### config.mk
export PLATFORM = sky130hd
export DESIGN_NAME = add_accu
export DESIGN_NICKNAME = d
export VERILOG_FILES = /design/src/rtl/add_accu_pkg.sv /design/src/rtl/add_accu_adder.sv /design/src/rtl/add_accu.sv
export SDC_FILE = /design/constraint.sdc
export NUM_CORES = 1
export LEC_CHECK = 0
export CORE_AREA = 5 5 42 44
export DETAILED_ROUTE_END_ITERATION = 6
export DIE_AREA = 0 0 47 49
export GPL_ROUTABILITY_DRIVEN = 0
export GPL_TIMING_DRIVEN = 1
export PLACE_DENSITY_LB_ADDON = 0.15
export REMOVE_ABC_BUFFERS = 1
export SLEW_MARGIN = 40
export SYNTH_ARGS = -nofsm -noshare
export SYNTH_HDL_FRONTEND = slang
export SYNTH_SLANG_ARGS = --single-unit
### constraint.sdc
create_clock -name ck -period 4.71 [get_ports ck]
set_input_delay 0.942 -clock ck [delete_from_list [all_inputs] [get_ports ck]]
set_output_delay 0.942 -clock ck [all_outputs]
set_load 0.01 [all_outputs]
### src/rtl/add_accu_pkg.sv
// add_accu_pkg
// Shared constants for the add_accu adder/accumulator block.
//   ADD_ACCU_WIDTH : default operand/sum/accumulator width
//   SEL_B, SEL_ACC : operand select encodings for the sel port
package add_accu_pkg;

    localparam int ADD_ACCU_WIDTH = 4;

    localparam logic SEL_B   = 1'b0;
    localparam logic SEL_ACC = 1'b1;

endpackage

### src/rtl/add_accu_adder.sv
// add_accu_adder
// Unsigned WIDTH-bit adder returning the low WIDTH bits and the carry-out.
//   a_i     : first addend
//   b_i     : second addend
//   sum_o   : low WIDTH bits of a_i + b_i
//   carry_o : bit WIDTH of a_i + b_i
module add_accu_adder
    import add_accu_pkg::*;
#(
    parameter int WIDTH = ADD_ACCU_WIDTH
) (
    input  logic [WIDTH-1:0] a_i,
    input  logic [WIDTH-1:0] b_i,
    output logic [WIDTH-1:0] sum_o,
    output logic             carry_o
);

    logic [WIDTH:0] full_sum;

    // Zero-extend both operands so the carry lands in the top bit.
    assign full_sum = {1'b0, a_i} + {1'b0, b_i};

    assign sum_o   = full_sum[WIDTH-1:0];
    assign carry_o = full_sum[WIDTH];

endmodule

### src/rtl/add_accu.sv
// add_accu
// Adds a to either b or the internal accumulator (chosen by sel); sum/carry
// are combinational. The accumulator captures sum on every rising ck edge,
// regardless of sel, and is cleared asynchronously by rst_n.
//   ck     : clock
//   rst_n  : asynchronous active-low reset, clears the accumulator
//   a      : first addend
//   b      : second addend when sel = SEL_B
//   sel    : SEL_B selects b, SEL_ACC selects the accumulator
//   sum    : low WIDTH bits of a + operand
//   carry  : carry-out of a + operand (never stored)
module add_accu
    import add_accu_pkg::*;
#(
    parameter int WIDTH = ADD_ACCU_WIDTH
) (
    input  logic             ck,
    input  logic             rst_n,
    input  logic [WIDTH-1:0] a,
    input  logic [WIDTH-1:0] b,
    input  logic             sel,
    output logic [WIDTH-1:0] sum,
    output logic             carry
);

    logic [WIDTH-1:0] accu_q;
    logic [WIDTH-1:0] accu_d;
    logic [WIDTH-1:0] op;

    assign op = (sel == SEL_ACC) ? accu_q : b;

    add_accu_adder #(
        .WIDTH (WIDTH)
    ) u_adder (
        .a_i     (a),
        .b_i     (op),
        .sum_o   (sum),
        .carry_o (carry)
    );

    // Carry is deliberately dropped: the register keeps only the wrapped sum.
    assign accu_d = sum;

    always_ff @(posedge ck or negedge rst_n) begin
        if (!rst_n) begin
            accu_q <= '0;
        end else begin
            accu_q <= accu_d;
        end
    end

endmodule

==> out/metrics.yaml <==
cells_and_area:
  num-fill-cells: 154
  finish.utilization_pct: 33.8
  seqCellArea_um2: 100
  fin_nets: 60
  largest_register_ffs: 4
  largest-register: "accu_q"
  diodes: 0
  drive_gt1_share_pct: 16.7
  layout-area-overhead-vs-synth_pct: 68.8
  reg_top3: "accu_q: 4 flops"
  final_cell_area_um2: 473
  multi_input_area_um2: 165
place:
  place_area_um2: 450
  dp_hpwl_um: 503
  port_buffers: 15
  pre_cts_ws_ns: 0.527
global_route:
  grt_pass1_vias: 229
  grt_max_degree: 5
  grt_first_pass_wirelength_um: 862
  grt_overflow: 0
  antenna_found_initial: 0
  track_usage_pct: 5.87
synthesis:
  avgSynthCellArea_um2: 11.7
  yosysTopAreaCell: "dfrtp_1"
  synthCells: 24
  synth.yosys.seq_area_share_pct: 35.7
  netlist.area_leader.share_pct: 35.7
  ys_ff_latch: 4
  synth_area_leaders: "dfrtp_1 36%, ha_1 18%, mux2_2 12%, fa_1 7.1%, xnor2_1 6.3%"
  synth_area_um2: 280
  yosysWarnings: 0
  yosysUniqueCellTypes: 12
timing:
  slew_headroom_pct: 80.2
  setup_ws_ns: 0.558
  worst_pin_slew_ns: 0.289
  finalHoldViolCount: 0
  finClkSkew_ns: 0.000990
  period_share_pct: 88.2
  fin_tns_setup_ns: 0
  max_freq_ghz: 0.241
  rsz0062_at_grt: "false"
  finalSetupViolCount: 0
  min_period_ns: 4.15
  final_max_slew_viol_count: 0
worst_hold_path:
  min_delay_path_depth: 2
  hold_path_class: "reg2reg"
floorplan:
  initial_core_util_pct: 20.0
  die_x_um: 47
  core_region_area_mm2: 0.00140
  die-area_mm2: 0.00230
  io_pins: 16
  rows: 14
  die_h_um: 49
route:
  drt-wirelength-per-cell_um: 9.91
  vias: 225
  finalWirelength_um: 575
  dr.first_iter.drc_count: 1
  drc: 0
  antenna_left: 0
  drt-vias-per-instance: 3.88
  first_pass_iters: 4
clock_tree:
  clock_path_buffers: 2
  postCtsSetupBuffers: 0
  clock_latency_ns: 0.23
  cts_max_level: 1
  hold_buffers: 0
  cts_tree: "done"
  clock-root-buffer: "clkbuf_4"
  clock-sinks: 4
  clkSlewWorstSetupHoldPaths_ns: 0.03
  cts_buffers: 3
  cts_resized: 0
critical_path:
  critical_path_class: "in2out"
  crit_path_start_kind: "input pin"
  worstPathRequired_ns: 3.77
  cp.arrival_ns: 3.21
  crit_fanout: 4
  reg2reg_depth: 6
  endpoint_kind: "output port"
status:
  status: "finished, final reports clean"
power:
  p_leak_nw: 0.215
  powerDensity_mw_per_mm2: 430
  ir_drop_mv: 0.157
flow_run:
  maxCapViolations: 0
-- metal layers --
layer	share of wire, %	track usage (%)	vias up	routed length, um
li1	-	-	116	-
met4	3.3	9.68	0	19
met3	8.0	0	2	46
met1	36	6.70	99	207
met2	53	7.24	8	302
met5	0	0	-	0
-- kinds of logic after synthesis --
group	Yosys count	share of synthesized area, %
AND/OR/NAND/NOR	2	4.47
XOR/XNOR	2	6.25
flip-flops	4	35.7
buffers and inverters	4	5.36
multiplexers	4	15.6
adder cells (fa/ha/maj)	5	25.0
AO/OA/AOI/OAI	3	7.59
-- report_power, final --
group / internal (W) / switching, W
logic: 0.0000657 / 0.0000457
registers: 0.0000484 / 0.00000291
clock network: 0.0000284 / 0.0000123
-- synthesized netlist by cell type --
cell	count
nand2b_1	1
dfrtp_1	4
xnor2_1	2
inv_1	4
nor2b_1	1
mux2_2	3
o21ai_0	1
fa_1	1
a21o_1	1
a21oi_2	1
ha_1	4
mux2i_1	1
-- worst max-delay path, stage by stage --
cell and delay [ns]:
clkdlybuf4s50_1 0.56, mux2i_1 0.33, inv_1 0.08, ha_1 0.27, a21o_1 0.17, a21oi_2 0.14, xnor2_1 0.14, clkdlybuf4s50_1 0.57
-- area by class of cell --
| class | count | area share (%) |
|---|---|---|
| flip-flops and latches | 4 | 21.2 |
| multi-input cells | 16 | 34.9 |
| clock buffers | 3 | 4.76 |
| well taps | 16 | 4.23 |
| inverters | 4 | 3.17 |
| repair buffers | 15 | 31.7 |
-- placed cells by master, fill, tap and decap left out --
| master | n |
|---|---|
| clkdlybuf4s50_1 | 15 |
| inv_1 | 4 |
| ha_1 | 4 |
| dfrtp_1 | 4 |
| mux2_2 | 3 |
| clkbuf_4 | 3 |
| xnor2_1 | 2 |
| mux2i_1 | 1 |
| nor2b_1 | 1 |
| o21ai_0 | 1 |
| nand2b_1 | 1 |
| a21o_1 | 1 |
| a21oi_2 | 1 |
| fa_1 | 1 |
-- final timing paths --
path / start / endpoint / slack (ns)
max: sel / sum[3] / 0.56
min: accu_q[0]$_DFF_PN0_ / accu_q[0]$_DFF_PN0_ / 0.62
max reg2reg: accu_q[1]$_DFF_PN0_ / accu_q[3]$_DFF_PN0_ / 3.21
min reg2reg: accu_q[0]$_DFF_PN0_ / accu_q[0]$_DFF_PN0_ / 0.62
max in group asynchronous: rst_n / accu_q[0]$_DFF_PN0_ / 3.64
min in group asynchronous: rst_n / accu_q[2]$_DFF_PN0_ / 0.91
-- metrics by stage --
step                hold WS [ns]  std cells  power (W)
floorplan                  0.643         24   0.000110
global placement           0.594         55   0.000164
detailed placement         0.615         55   0.000165
CTS                        0.619         58   0.000209
global route               0.638         58   0.000219
finish                     0.617         58   0.000203
No activity file was read; power rests on OpenSTA's default activity.
